$ cat src/rtl/rom_arb_pkg.sv
`default_nettype none
// ============================================================================
//  Module   : rom_arb_pkg
//  Purpose  : Shared definitions for the ROM read arbiter: FSM state
//             encoding, requester index constants and the default ROM
//             address limit.
//  Ports    : none (package)
//  Revision : 1.0  initial release
// ============================================================================
package rom_arb_pkg;

    typedef enum logic [1:0] {
        ST_IDLE = 2'd0,
        ST_READ = 2'd1,
        ST_RESP = 2'd2
    } state_t;

    localparam int unsigned IFETCH = 0;
    localparam int unsigned LOAD   = 1;

    localparam logic [31:0] DEFAULT_ADDR_LIMIT = 32'h0010000;

endpackage
`default_nettype wire

$ cat src/rtl/rr_arbiter2.sv
`default_nettype none
// ============================================================================
//  Module   : rr_arbiter2
//  Purpose  : Two-way round-robin pick. A sole requester always wins; when
//             both request, the requester selected by pointer wins.
//  Ports    : req[1:0]   request bits (bit0 = requester 0)
//             pointer    preferred requester when both are active
//             grant[1:0] one-hot winner, 0 when nobody requests
//  Revision : 1.0  initial release
// ============================================================================
module rr_arbiter2 (
    input  logic [1:0] req,
    input  logic       pointer,
    output logic [1:0] grant
);

    always_comb begin
        grant = 2'b00;
        case (req)
            2'b01:   grant = 2'b01;
            2'b10:   grant = 2'b10;
            2'b11:   grant = pointer ? 2'b10 : 2'b01;
            default: grant = 2'b00;
        endcase
    end

endmodule
`default_nettype wire

$ cat src/rtl/rom_read_arbiter.sv
`default_nettype none
// ============================================================================
//  Module   : rom_read_arbiter
//  Purpose  : Arbitrates instruction-fetch and data-load word reads onto a
//             single combinational ROM with a fixed sampling latency.
//             Misaligned or out-of-range reads complete immediately with an
//             error and never touch the ROM address.
//  Ports    : clk         clock, all state on rising edge
//             rst_n       synchronous active-low reset
//             req[1:0]    read requests (bit0 ifetch, bit1 load)
//             addr[63:0]  {addr1, addr0} byte addresses
//             gnt[1:0]    one-cycle one-hot acceptance
//             rvalid[1:0] one-cycle one-hot response strobe
//             rdata[31:0] response word (held between responses)
//             err         response error flag (held between responses)
//             busy        transaction in progress
//             romAddress  registered ROM byte address
//             romData     ROM word for romAddress
//  Revision : 1.0  initial release
// ============================================================================
module rom_read_arbiter
    import rom_arb_pkg::*;
#(
    parameter int unsigned ROM_LATENCY = 1,
    parameter logic [31:0] ADDR_LIMIT  = DEFAULT_ADDR_LIMIT
) (
    input  logic        clk,
    input  logic        rst_n,
    input  logic [1:0]  req,
    input  logic [63:0] addr,
    output logic [1:0]  gnt,
    output logic [1:0]  rvalid,
    output logic [31:0] rdata,
    output logic        err,
    output logic        busy,
    output logic [31:0] romAddress,
    input  logic [31:0] romData
);

    state_t      r_state;
    state_t      w_state_next;
    logic        r_pointer;
    logic        r_winner;
    logic [3:0]  r_count;
    logic [31:0] r_rom_address;
    logic [31:0] r_rdata;
    logic        r_err;

    logic [1:0]  w_grant;
    logic        w_granted;
    logic        w_winner;
    logic [31:0] w_sel_addr;
    logic        w_addr_bad;

    rr_arbiter2 u_rr_arbiter2 (
        .req     (req),
        .pointer (r_pointer),
        .grant   (w_grant)
    );

    assign w_granted  = (r_state == ST_IDLE) && (req != 2'b00);
    assign w_winner   = w_grant[LOAD];
    assign w_sel_addr = w_winner ? addr[63:32] : addr[31:0];

    // Last byte of the word is checked in 33 bits so that addresses near the
    // top of the 32-bit space cannot wrap back below the limit.
    assign w_addr_bad = (w_sel_addr[1:0] != 2'b00) ||
                        (({1'b0, w_sel_addr} + 33'd3) >= {1'b0, ADDR_LIMIT});

    always_ff @(posedge clk) begin
        if (!rst_n) begin
            r_state <= ST_IDLE;
        end else begin
            r_state <= w_state_next;
        end
    end

    always_comb begin
        w_state_next = r_state;
        gnt          = 2'b00;
        rvalid       = 2'b00;
        busy         = (r_state != ST_IDLE);
        case (r_state)
            ST_IDLE: begin
                // Grant is suppressed during reset so nothing is accepted
                // that the state register is about to discard.
                if (rst_n) begin
                    gnt = w_grant;
                end
                if (w_granted) begin
                    w_state_next = w_addr_bad ? ST_RESP : ST_READ;
                end
            end
            ST_READ: begin
                if (r_count == 4'd0) begin
                    w_state_next = ST_RESP;
                end
            end
            ST_RESP: begin
                rvalid       = r_winner ? 2'b10 : 2'b01;
                w_state_next = ST_IDLE;
            end
            default: begin
                w_state_next = ST_IDLE;
            end
        endcase
    end

    always_ff @(posedge clk) begin
        if (!rst_n) begin
            r_pointer     <= 1'b0;
            r_winner      <= 1'b0;
            r_count       <= 4'd0;
            r_rom_address <= 32'd0;
            r_rdata       <= 32'd0;
            r_err         <= 1'b0;
        end else begin
            case (r_state)
                ST_IDLE: begin
                    if (w_granted) begin
                        r_winner  <= w_winner;
                        r_pointer <= ~w_winner;
                        if (w_addr_bad) begin
                            r_rdata <= 32'd0;
                            r_err   <= 1'b1;
                        end else begin
                            r_rom_address <= w_sel_addr;
                            r_count       <= 4'(ROM_LATENCY - 1);
                        end
                    end
                end
                ST_READ: begin
                    if (r_count == 4'd0) begin
                        r_rdata <= romData;
                        r_err   <= 1'b0;
                    end else begin
                        r_count <= r_count - 4'd1;
                    end
                end
                default: begin
                end
            endcase
        end
    end

    assign rdata      = r_rdata;
    assign err        = r_err;
    assign romAddress = r_rom_address;

endmodule
`default_nettype wire
$ cat config.mk
export PLATFORM = sky130hd
export DESIGN_NAME = rom_read_arbiter
export DESIGN_NICKNAME = d
export VERILOG_FILES = /design/src/rtl/rom_arb_pkg.sv /design/src/rtl/rr_arbiter2.sv /design/src/rtl/rom_read_arbiter.sv
export SDC_FILE = /design/constraint.sdc
export NUM_CORES = 1
export LEC_CHECK = 0
export BUFFER_PORTS_ARGS = -buffer_cell sky130_fd_sc_hd__clkbuf_2
export CAP_MARGIN = 20
export CORE_ASPECT_RATIO = 1.1
export CORE_MARGIN = 2
export CORE_UTILIZATION = 45
export CTS_BUF_LIST = sky130_fd_sc_hd__clkbuf_4
export DETAILED_ROUTE_END_ITERATION = 10
export PLACE_DENSITY = 0.78
export SYNTH_ARGS = -nofsm -noshare
export SYNTH_HDL_FRONTEND = slang
export SYNTH_SLANG_ARGS = --single-unit
$ cat constraint.sdc
create_clock -name clk -period 2.9 [get_ports clk]
set_input_delay 0.145 -clock clk [delete_from_list [all_inputs] [get_ports clk]]
set_output_delay 0.145 -clock clk [all_outputs]
set_load 0.1 [all_outputs]
======== Word-level counts from Yosys, hierarchy flattened ========
Cells that the tools add are included.
cells by class
  reduce and logical (&&, ||, !) cells .... 13
  multiply operators ...................... 0
  equal/unequal tests ..................... 10
  order comparisons ....................... 1
  mux-type cells .......................... 23
  divide/modulo/power cells ............... 0
  bitwise gates (word level) .............. 2
  shift operators ......................... 0
  $add $sub $neg .......................... 2
operators by type and width
  kind                   count
  $mux 32                4
  $pmux 32 s2            1
  $add 32x2->33 const B  1
  $ge 33x17->1 const B   1
  $mux 2                 8
  $mux 4                 3
  $ne 2x2->1 const B     5
  $pmux 4 s2             1
  $reduce_and 4->1       2
  $reduce_bool 2->1      4
  $eq 2x2->1 const B     3
  $pmux 2 s3             1
  $eq 2x1->1 const B     2
  $logic_not 4->1        1
  $pmux 2 s2             1
  $reduce_and 2->1       2
  $sub 4x1->4 const B    1
  $mux 1                 3
  $reduce_and 3->1       1
  $logic_not 2->1        1
  $not 1->1              2
  $pmux 1 s2             1
  $logic_and 1x1->1      1
  $logic_or 1x1->1       1
storage, ports and cells
  logic and storage cells ................. 58
  memory bits (writable) .................. 0
  output and inout port bits .............. 70
  register bits after elaboration ......... 73
  latch bits .............................. 0
  memories ................................ 0
  input port bits ......................... 100
  bits in read-only memories .............. 0

======== Depth between registers and ports, before layout ========
Gate-level depths: netlist (run 1).
  depth in word-level cells ............... 9
  depth in mapped cells ................... 14
  mapped depth without buffers ............ 9

======== Hierarchy ========
From an unflattened synthesis (run 1), not the netlist that was laid out.
second synthesis, totals
  cells, all modules ...................... 400
  area total of the unflattened synthesis .. 3704.8 sq um
modules (own cells, without submodules)
  module            cells an instance  sequential area each (sq um)  times used  area an instance (sq um)
  rom_read_arbiter  397                1461.4                        1           3686.0
  rr_arbiter2       3                  0.0                           1           18.8

======== Worst setup path before layout (run 1) ========
Ideal clock, no wire load.
  path kind ............................... register to register
  start ................................... register r_pointer
  end ..................................... register r_rom_address[29], in the netlist romAddress[29]
  cell stages (with the launch flop) ...... 14
  required time ........................... 2.782 ns
  path slack .............................. -0.110 ns
  buffers on the path ..................... 4
  setup time .............................. 0.118 ns
  arrival ................................. 2.892 ns
  period minus slack after synthesis ...... 3.010 ns
  cell sequence ........................... dfxtp_1 nand2b_1 buf_6 and2_4 buf_2 or4_1 o41ai_1 o21ai_0 nor4_2 nand4_2 or4_1 buf_4 buf_6 and3_1
between the ends
  cells in the longest elaborated chain, start to end .. 8
  elaborated cells on any way between the ends .. 9
  classes of those cells .................. 1 x add/sub; 1 x order compare; 3 x mux; 1 x bitwise; 3 x reduce/logical
ends and longest elaborated chain
  what                        RTL line                 RTL
  start: declaration          rom_read_arbiter.sv:42   logic r_pointer;
  start signal: assignment    rom_read_arbiter.sv:122  r_pointer <= ~w_winner;
  $mux 2 (*)                  rr_arbiter2.sv:22        2'b11: grant = pointer ? 2'b10 : 2'b01;
  $pmux 2 s3 (*)              rr_arbiter2.sv:19        case (req)
  $mux 32 (*)                 rom_read_arbiter.sv:63   assign w_sel_addr = w_winner ? addr[63:32] : addr[31:0];
  $add 32x2->33               rom_read_arbiter.sv:68   (({1'b0, w_sel_addr} + 33'd3) >= {1'b0, ADDR_LIMIT});
  $ge 33x17->1                rom_read_arbiter.sv:68
  $logic_or 1x1->1            rom_read_arbiter.sv:67   assign w_addr_bad = (w_sel_addr[1:0] != 2'b00) ||
  $not 1->1 (no line)         -
  $reduce_and 3->1 (no line)  -
  end signal: assignment      rom_read_arbiter.sv:127  r_rom_address <= w_sel_addr;
  end: declaration            rom_read_arbiter.sv:45   logic [31:0] r_rom_address;
Every way passes the cells marked *; elsewhere a longest branch is shown, timed or not.
A chain may end at the register's enable or synchronous reset.

======== Final worst setup path (run 1) ========
  start ................................... register r_pointer
  end ..................................... register r_rdata[27], in the netlist rdata[27]
between the ends
  cells in the longest elaborated chain, start to end .. 8
  elaborated cells on any way between the ends .. 9
  classes of those cells .................. 1 x add/sub; 1 x order compare; 1 x eq/ne; 3 x mux; 3 x reduce/logical
ends and longest elaborated chain
  what                            RTL line                 RTL
  $mux 2 (*)                      rr_arbiter2.sv:22
  $pmux 2 s3 (*)                  rr_arbiter2.sv:19
  $mux 32 (*)                     rom_read_arbiter.sv:63
  $add 32x2->33                   rom_read_arbiter.sv:68
  $ge 33x17->1                    rom_read_arbiter.sv:68
  $logic_or 1x1->1 (*)            rom_read_arbiter.sv:67
  $ne 2x2->1 (no line) (*)        -
  $reduce_and 4->1 (no line) (*)  -
  end signal: assignment          rom_read_arbiter.sv:134  r_rdata <= romData;
  end: declaration                rom_read_arbiter.sv:46   logic [31:0] r_rdata;
Marked as above.

==> results.rst, run 1 <==
.. list-table::
   :header-rows: 1

   * - Metric
     - Value
   * - Wirelength per Cell
     - 15.76 µm
   * - Post-layout min period
     - 2.947 ns
   * - Count of non-filler cells in the finished layout
     - between 800 and 900
   * - Number of cells in the design after placement
     - 817
   * - Clk pin slew, worst setup/hold paths
     - approximately 0.14 ns
   * - Number of failing setup endpoints in the final timing report
     - 32
   * - Aggregate global-route resource usage
     - 26.06%
   * - Portion of synthesized cell area occupied by the leading cell type
     - 34.96%
   * - Routed wire length
     - between 10000 and 15000 µm
   * - Share of layout cells above drive strength 1
     - roughly a third
   * - Number of filler instances in the final layout
     - 763
   * - Largest area contributor in the netlist
     - dfxtp_1
   * - Commonest cells after routing, fill and taps aside
     - clkbuf_2 (169), nand2_1 (149), dfxtp_1 (72), nand3_1 (68), dlygate4sd3_1 (32)
   * - Final Hold Viols
     - 0
   * - Grt ovf
     - 0
   * - Worst skew pair latency
     - 0.43 ns
   * - CP Class
     - reg2reg
   * - Antenna violations before repair
     - 1
   * - Placer's final routability congestion estimate
     - 0.9896
   * - Iter 0 DRT Violations
     - 295
   * - Area of the core region
     - between 8000 and 9000 µm²
   * - Ys Warns
     - 0
   * - Die area
     - 10080 µm²
   * - Highest routed metal layer
     - met4
   * - Met3 WL post-DR
     - 982 µm
   * - Detailed-route wire length on metal 1
     - 5540 µm
   * - Remaining number of nets flagged by the antenna check after routing
     - 0
   * - Standby leakage power
     - ~2.9 nW
   * - Number of remaining DRC errors
     - 0
   * - Seq pwr share
     - 49.4%
   * - Critical path capture point type
     - register
   * - Logic depth of the worst register-to-register path
     - 12
   * - Failing checks
     - setup timing
   * - Post-Route Skew
     - 0.01954 ns
   * - Synth Net Count
     - 659
   * - Ports
     - 170
   * - Peak fanout along the critical path
     - 17
   * - Die X
     - ~96 µm
   * - Type of the most critical hold path
     - in2reg
   * - Clock tree from TritonCTS
     - yes
   * - Footprint of the multi-input gates
     - approximately 2700 µm²
   * - Vias in the first global route
     - 4561
   * - Count of distinct cell types in the synthesized netlist
     - 55
   * - Share of total power in combinational logic
     - around a fifth
   * - Final HPWL from detailed placement
     - between 9000 and 10000 µm
   * - Number of detailed-routing iterations run before antenna repair
     - 5
   * - Arrival time of data at the critical path endpoint
     - 3.33 ns
   * - Via count
     - ~4.9k
   * - PwrDens
     - 344.2 nW/µm²
   * - Clock Path Buffers
     - 2
   * - Fraction of the yosys area taken by sequential cells
     - 34.96%
   * - NetSw
     - 0.6173 mW
   * - Status
     - finished, violations left
   * - Number of synthesized flops with an enable pin
     - 0
   * - Post-route worst setup slack
     - -0.04685 ns
   * - Share of power burned in the clock network
     - 31.4%
   * - Unrepaired setup endpoints after global routing
     - true
   * - Number of vias per cell
     - approximately 5.6
   * - Slew of the pin with the lowest slew margin
     - 0.6108 ns
   * - Mean instance size in the synthesized netlist
     - 7.505 µm²
   * - Depth of the CTS H-tree
     - 3
   * - Worst hold path depth
     - 5
   * - FF+latch area
     - 1463 µm²
   * - Post-synthesis cell count
     - ~560
   * - Register bit total from synthesis
     - 73
   * - Row cnt
     - 36
   * - Maximum number of pins on one net before global-route repair
     - 66
   * - Mapped cell area
     - roughly 4200 µm²
   * - CP Launch Type
     - register
   * - Pins Over Slew Limit
     - 0
   * - Overall die height
     - 105.1 µm
   * - Tightest slew margin relative to the limit
     - 59.28%
   * - Area growth from synthesis to final layout
     - 42.11%
   * - # port buffers
     - 169
   * - Clock root cell
     - clkbuf_4
   * - Most common cell after layout, fill and taps aside
     - clkbuf_2
   * - Nets
     - approximately 860
   * - Async set or reset register ratio after synthesis
     - 0%
   * - Total negative slack
     - -0.7319 ns
   * - Internal power
     - 1.428 mW
   * - Peak Freq
     - 0.3393 GHz
   * - Final period util
     - 101.6%
   * - Number of clock sinks
     - between 70 and 80
   * - Maximum VDD drop
     - approximately 0.00017 V
   * - Net switching share of the total power
     - 30.19%
   * - Initial Utilization
     - between 40% and 50%
   * - Max-cap viol count
     - 0
   * - Most used flip-flop cell after synthesis
     - dfxtp_1
   * - Cts bufs inserted
     - 9
   * - Req. time, crit path
     - 3.28 ns
   * - First-pass GRT wire length
     - approximately 21000 µm
   * - Sum of met2 wire segment lengths after detailed routing
     - 6848 µm
   * - Largest cells by area after synthesis
     - dfxtp_1 (35%), nand2_1 (13%), nand3_1 (8.9%)
-- final cells by class --
| cell class | instances | area share [%] |
|---|---|---|
| inverters | 7 | 0.4423 |
| clock inverters | 7 | 1.201 |
| repair buffers | 230 | 25.06 |
| well taps | 114 | 2.401 |
| diodes | 1 | 0.04212 |
| clock buffers | 9 | 1.137 |
| flip-flops and latches | 73 | 24.62 |
| multi-input cells | 435 | 45.09 |
-- state kept, by name, summed over array words and instances, names as in the netlist --
signal,count
romAddress,32
err,1
r_state,2
r_winner,1
r_pointer,1
rdata,32
r_count,4
-- per-stage QoR --
stage | hold WS [ns] | cell area [µm²] | utilization (%) | setup WS (ns) | power [mW]
after floorplan | 0.2683 | 4190 | - | 0.009597 | 1.231
after global placement | 0.3550 | 5137 | 57.31 | 0.04593 | 1.367
after detailed placement | 0.3591 | 5137 | 57.31 | -0.01211 | 1.372
after CTS | 0.007299 | 5627 | 62.77 | 0.03281 | 2.043
after global routing | 0.04861 | 5941 | 66.28 | -0.1796 | 2.132
final | 0.03390 | 5941 | 66.28 | -0.04685 | 2.045
-- cells in the mapped netlist (all sizes together) (2+ instances only) --
cell     count
a21oi        4
or4         35
nor2        26
a32oi        6
inv          7
buf         10
nand2b       3
clkbuf      32
or2          2
or3          3
a211oi       4
nand3       74
o21ai        7
xnor2        4
and2         5
nor2b        3
ha           2
nand4       12
xor2         7
nor3         3
mux2i       25
nand2      150
and3        28
nor4         6
a2111oi      2
o41ai        2
dfxtp       73
nor3b        4
and4         2
-- final timing paths --
path,start,end,slack (ns)
min reg2reg,romAddress[8],romAddress[8],0.47
max,r_pointer,rdata[27],-0.05
max reg2reg,r_pointer,rdata[27],-0.05
min,addr[41],romAddress[9],0.03
-- timing repair --
action	CTS	global route
resized for setup	3	39
hold endpoints to repair	32	0
pin swaps	1	23
setup buffers	1	4
setup endpoints to repair	25	69
cloned	0	5
hold buffers	32	0
-- cells by family after synthesis --
kind of cell,after synthesis,synth area share [%]
muxes,26,6.256
buffers and inverters,49,5.358
DFF,73,34.96
AOI/OAI and AO/OA,37,7.484
xor gates and xnor gates,11,2.305
and+or+nand+nor,359,43.04
adders and majority gates,2,0.5985
-- worst max-delay path: stages, from the launching register on --
cell and delay (ns):
dfxtp_2 0.35, nand2b_4 0.15, buf_6 0.13, a2111oi_4 0.39, a32oi_4 0.15, buf_4 0.17
a211oi_1 0.22, xor2_1 0.21, nand4_2 0.15, buf_4 0.18, clkbuf_16 0.17, or4_1 0.52
nand3_1 0.10
-- metal layers --
layer | vias to the layer above | track usage (%)
met5 | - | 0
li1 | 2371 | -
met4 | 0 | 11.53
met2 | 238 | 42.91
met3 | 37 | 4.254
met1 | 2299 | 32.96
-- power by group through the flow --
stage	clock [mW]	combinational (mW)	sequential (mW)
5_1_grt	0.696	0.425	1.01
3_5_place_dp	0	0.339	1.03
3_3_place_gp	0	0.334	1.03
2_1_floorplan	0	0.190	1.04
4_1_cts	0.656	0.377	1.01
6_report	0.641	0.393	1.01
No activity file was read; power rests on OpenSTA's default activity.
==> run 2: changes to the inputs <==
- CORE_UTILIZATION: 45 -> 40
- HOLD_SLACK_MARGIN: not set -> 0.12
- PLACE_DENSITY: 0.78 -> 0.71
- REMOVE_ABC_BUFFERS: not set -> 1
==> results.rst, run 2 (synthesis gave the netlist of run 1 again) <==
.. list-table::
   :header-rows: 1

   * - Metric
     - Value
   * - Status
     - finished, violations left
   * - Failing checks
     - setup timing
   * - Number of detailed-routing iterations run before antenna repair
     - 4
   * - Area growth from synthesis to final layout
     - 52.41%
   * - Total negative slack
     - -0.2752 ns
   * - Peak fanout along the critical path
     - 10
   * - Number of clock sinks
     - between 70 and 80
   * - Antenna violations before repair
     - 1
   * - CP Class
     - reg2reg
   * - Clock root cell
     - clkbuf_4
   * - Die X
     - a little over 100 µm
   * - Grt ovf
     - 0
   * - Maximum number of pins on one net before global-route repair
     - 66
   * - Share of layout cells above drive strength 1
     - roughly a third
   * - Nets
     - 904
   * - Final design instance area without fill
     - roughly 6400 µm²
   * - Worst path slowest cell
     - or4_4
   * - Area of the core region
     - 10300 µm²
   * - Hold slack final
     - 0.4375 ns
   * - Number of vias per cell
     - 5.407
   * - Arrival time of data at the critical path endpoint
     - 3.30 ns
   * - Standby leakage power
     - around 3.0 nW
   * - Routed wire length
     - around 15000 µm
   * - Post-Route Skew
     - around 0.018 ns
   * - Chain of cells forming the critical path
     - nand2b_4 > buf_6 > a2111oi_4 > a32oi_4 > nor2_2 > xnor2_2 > nor4_2 > nand4_2 > or4_4 > buf_12 > a41o_1
   * - Remaining number of nets flagged by the antenna check after routing
     - 0
   * - Tightest slew margin relative to the limit
     - 59.25%
   * - Initial Utilization
     - between 40% and 50%
   * - Overall die height
     - 111.2 µm
   * - # port buffers
     - 169
   * - Post-layout min period
     - 2.954 ns
   * - Row cnt
     - 39
   * - Clock Path Buffers
     - 2
   * - Peak Freq
     - around 0.34 GHz
   * - Final period util
     - 101.8%
   * - Worst path top cell family by delay
     - simple AND/OR/NAND/NOR gates
   * - Number of failing setup endpoints in the final timing report
     - 22
   * - Ports
     - 170
   * - Pins Over Slew Limit
     - 0
   * - Vias in the first global route
     - just over 5k
   * - First-pass GRT wire length
     - 23600 µm
   * - Maximum VDD drop
     - 0.0002866 V
   * - Req. time, crit path
     - 3.24 ns
   * - Commonest cells after routing, fill and taps aside
     - clkbuf_2 (168), nand2_1 (149), nand3_1 (74), dfxtp_1 (72), dlygate4sd3_1 (62)
   * - Most common cell after layout, fill and taps aside
     - clkbuf_2
   * - Wirelength per Cell
     - 15.49 µm
   * - Aggregate global-route resource usage
     - 25.57%
   * - Placed Instance Area
     - 5301 µm²
   * - Type of the most critical hold path
     - in2reg
   * - CP Launch Type
     - register
   * - Number of remaining DRC errors
     - 0
   * - Worst skew pair latency
     - 0.43 ns
   * - Crit-path max cell delay
     - 0.56 ns
   * - PwrDens
     - about 340 nW/µm²
   * - Overall power of the completed layout
     - 2.140 mW
   * - Final Hold Viols
     - 0
   * - Die area
     - 11290 µm²
   * - Post-route worst setup slack
     - -0.05357 ns
   * - Clk pin slew, worst setup/hold paths
     - 0.13 ns
   * - Slew of the pin with the lowest slew margin
     - 0.6112 ns
   * - Via count
     - 5142
   * - Clock tree from TritonCTS
     - yes
   * - Max-cap viol count
     - 0
   * - Depth of the CTS H-tree
     - 3
   * - Critical path capture point type
     - register
   * - Placer's final routability congestion estimate
     - 0.9657
   * - Cts bufs inserted
     - 9
   * - Final HPWL from detailed placement
     - 9473 µm
   * - Iter 0 DRT Violations
     - 252
   * - WP buf/inv
     - 2
   * - Unrepaired setup endpoints after global routing
     - true
[run 2: stage by stage]
| stage | cells | util (%) | setup WS, ns |
|---|---|---|---|
| floorplan | 515 | - | -1.010 |
| global placement | 863 | 51.49 | -0.06430 |
| detailed placement | 863 | 51.49 | -0.1214 |
| CTS | 946 | 60.00 | -0.003155 |
| global route | 951 | 61.88 | -0.1905 |
| finish | 951 | 61.88 | -0.05357 |
[run 2: path summary, 6_finish.rpt]
kind / start / endpoint / slack (ns) / depth (start not counted)
worst max-delay path: r_pointer / r_count[1] / -0.05 / 11
worst min-delay path: req[1] / r_pointer / 0.44 / 5
worst min register to register: romAddress[12] / romAddress[12] / 0.47 / 2
worst max register to register: r_pointer / r_count[1] / -0.05 / 11
[run 2: repair_timing]
action,in CTS,in global routing
buffers inserted,3,2
hold buffers,62,0
pin swaps,5,3
endpoints found under the setup margin,37,70
gates cloned,3,3
hold endpoints to repair,48,0
resized for setup,11,26
[run 2: final cells by class]
class | instances | area [µm²]
repair buffers | 275 | 1901
fillers | 878 | 3925
clock inverters | 7 | 77.57
clock buffers | 9 | 67.56
flip-flops and latches | 73 | 1463
inverters | 7 | 26.28
multi-input cells | 436 | 2655
well taps | 143 | 178.9
diodes | 1 | 2.502
[run 2: worst register-to-register path, cell delays in order (launching register included)]
cell and delay, ns:
dfxtp_2 0.35, nand2b_4 0.14, buf_6 0.14, a2111oi_4 0.38
a32oi_4 0.15, nor2_2 0.20, xnor2_2 0.11, nor4_2 0.30
nand4_2 0.12, or4_4 0.56, buf_12 0.19, a41o_1 0.22
[run 2: report_power, final]
group	leakage [nW]	switching [mW]	internal, mW
combinational	2.38	0.252	0.207
clock	0.0769	0.400	0.270
sequential	0.589	0.00338	1.01
[run 2: metal layers]
layer | share of wire, % | routed length (µm) | GRT usage, % | vias up
met3 | 6.5 | 959 | 4.540 | 45
li1 | - | - | - | 2479
met2 | 50 | 7423 | 43.40 | 246
met1 | 40 | 5892 | 30.84 | 2372
met4 | 3.1 | 458 | 11.89 | 0
met5 | 0 | 0 | 0 | -
==> run 3: changes to the inputs <==
- CORE_MARGIN: 2 -> not set
- PLACE_DENSITY: 0.71 -> 0.68
- clock period: 2.9 -> 3.7 ns (I/O delays scaled with it)
==> results.rst, run 3 (synthesis gave the netlist of run 1 again) <==
.. list-table::
   :header-rows: 1

   * - Metric
     - Value
   * - Tightest slew margin relative to the limit
     - 59.13%
   * - Worst hold path depth
     - 4
   * - Core occupancy in the finished layout
     - between 50 and 60%
   * - Vias in the first global route
     - between 4k and 5k
   * - Overall die height
     - around 110 µm
   * - Grt ovf
     - 0
   * - Peak Freq
     - 0.2832 GHz
   * - Wirelength per Cell
     - 14.55 µm
   * - Number of detailed-routing iterations run before antenna repair
     - 6
   * - Levels on crit path
     - 11
   * - Status
     - completed
   * - Iter 0 DRT Violations
     - 314
   * - Commonest cells after routing, fill and taps aside
     - clkbuf_2 (169), nand2_1 (149), nand3_1 (74), dfxtp_1 (73), dlygate4sd3_1 (61)
   * - Initial Utilization
     - 41.67%
   * - Max-cap viol count
     - 0
   * - Share of layout cells above drive strength 1
     - 26.75%
   * - First-pass GRT wire length
     - about 21000 µm
   * - CP Class
     - in2reg
   * - Post-layout min period
     - approximately 3.5 ns
   * - Area growth from synthesis to final layout
     - 38.91%
   * - Worst path top cell family by delay
     - simple AND/OR/NAND/NOR gates
   * - Worst path slowest cell
     - dlygate4sd3_1
   * - Placed Instance Area
     - 5090 µm²
   * - Nets
     - just under 900
   * - Standby leakage power
     - 2.791 nW
   * - Sum of met2 wire segment lengths after detailed routing
     - 6651 µm
   * - Routed wire length
     - 13250 µm
   * - Arrival time of data at the critical path endpoint
     - 3.85 ns
   * - Source of the worst register-to-register timing path
     - r_pointer
   * - R2r endpoint
     - r_count[1]
   * - Chain of cells forming the critical path
     - dlygate4sd3_1 > clkbuf_2 > nand2b_1 > and2_4 > a32oi_1 > nor4_1 > nor3b_1 > o211ai_1 > or4_1 > buf_4 > a41o_1
   * - Type of the most critical hold path
     - in2reg
   * - Maximum number of pins on one net before global-route repair
     - 66
   * - Number of clock sinks
     - 73
   * - Slew of the pin with the lowest slew margin
     - ~0.61 ns
   * - Worst skew pair latency
     - a little over 0.4 ns
   * - CP Launch Type
     - input port
   * - Final HPWL from detailed placement
     - between 8000 and 9000 µm
   * - Detailed-route wire length on metal 1
     - 5493 µm
   * - WP buf/inv
     - 3
   * - Final Hold Viols
     - 0
   * - Number of vias per cell
     - about 5.4
   * - Row cnt
     - 38
   * - Pins Over Slew Limit
     - 0
   * - Worst R2R Setup Slack
     - 0.25 ns
   * - Post-Route Skew
     - 0.01356 ns
   * - Area of the core region
     - around 10000 µm²
   * - Ports
     - 170
   * - PwrDens
     - between 200 and 300 nW/µm²
   * - Critical path capture point type
     - register
   * - Peak fanout along the critical path
     - 37
   * - Aggregate global-route resource usage
     - 24.41%
   * - Remaining number of nets flagged by the antenna check after routing
     - 0
   * - Worst min-delay path endpoint
     - r_pointer
   * - Placer's final routability congestion estimate
     - 0.9604
   * - Cts bufs inserted
     - 9
   * - Maximum VDD drop
     - 0.0001684 V
   * - Min-Delay Startpoint
     - req[1]
   * - Depth of the CTS H-tree
     - 3
   * - Crit-path max cell delay
     - 0.56 ns
   * - Final period util
     - 95.45%
   * - Clk pin slew, worst setup/hold paths
     - ~0.12 ns
   * - Antenna violations before repair
     - 1
   * - Number of failing setup endpoints in the final timing report
     - 0
   * - Clock tree from TritonCTS
     - yes
   * - Via count
     - 4906
   * - Final design instance area without fill
     - between 5000 and 6000 µm²
   * - Met3 WL post-DR
     - between 800 and 900 µm
   * - Unrepaired setup endpoints after global routing
     - false
   * - Total negative slack
     - 0 ns
   * - Die X
     - 99.47 µm
   * - Clock root cell
     - clkbuf_4
   * - Most common cell after layout, fill and taps aside
     - clkbuf_2
   * - Number of remaining DRC errors
     - 0
   * - # port buffers
     - between 150 and 200
   * - Req. time, crit path
     - 4.02 ns
   * - Clock Path Buffers
     - 2
   * - Die area
     - about 11000 µm²
   * - Highest routed metal layer
     - met4
   * - Logic depth of the worst register-to-register path
     - 9
## run 3: where the power goes
group	switching (mW)	total (mW)	internal [mW]
Sequential	0.00271	0.792	0.789
Clock	0.289	0.418	0.130
Combinational	0.181	0.320	0.139
Total	0.473	1.53	1.06
## run 3: area by class of cell
class	count	area, µm²
multi-input combinational	435	2506
timing repair buffer	240	1531
antenna	1	2.502
sequential	73	1461
inverter	7	26.28
clock inverter	6	36.28
clock buffer	9	67.56
fill	936	4225
tap	140	175.2
## run 3: routing by layer
layer | global-route usage [%] | up-vias
li1 | - | 2393
met1 | 29.61 | 2284
met2 | 42.76 | 208
met3 | 4.038 | 21
met4 | 10.40 | 0
met5 | 0 | -
## run 3: stage by stage
stage / total power, mW / std cells / worst slack (ns) / hold slack, ns
3_3_place_gp: 1.062 / 834 / 0.3441 / 0.3947
2_1_floorplan: 0.9454 / 515 / -0.2102 / 0.3083
6_report: 1.531 / 911 / 0.1685 / 0.3510
3_5_place_dp: 1.064 / 834 / 0.2770 / 0.4016
4_1_cts: 1.541 / 910 / 0.2221 / 0.2949
5_1_grt: 1.606 / 911 / 0.0006644 / 0.3671
## run 3: how the worst max path moves through the flow
stage | from | end | slack, ns
6_report | req[0] | r_count[1] | 0.17
5_1_grt | req[0] | r_count[1] | 0.0007
4_1_cts | req[0] | r_count[1] | 0.22
3_5_place_dp | r_pointer | r_count[1] | 0.28
3_3_place_gp | r_pointer | r_count[1] | 0.34
2_1_floorplan | r_pointer | r_count[1] | -0.21
## run 3: tightest hold or removal path, stage by stage
cell      delay (ns)
clkbuf_2        0.22
nand2_1         0.15
o21ai_0         0.08
nor2_1          0.08
## run 3: what timing repair did
| action | 4_1_cts | 5_1_grt |
|---|---|---|
| hold endpoints to repair | 47 | 0 |
| gates resized for setup | 0 | 0 |
| hold buffers | 61 | 0 |
| buffers inserted | 0 | 0 |
| setup endpoints to repair | 0 | 0 |
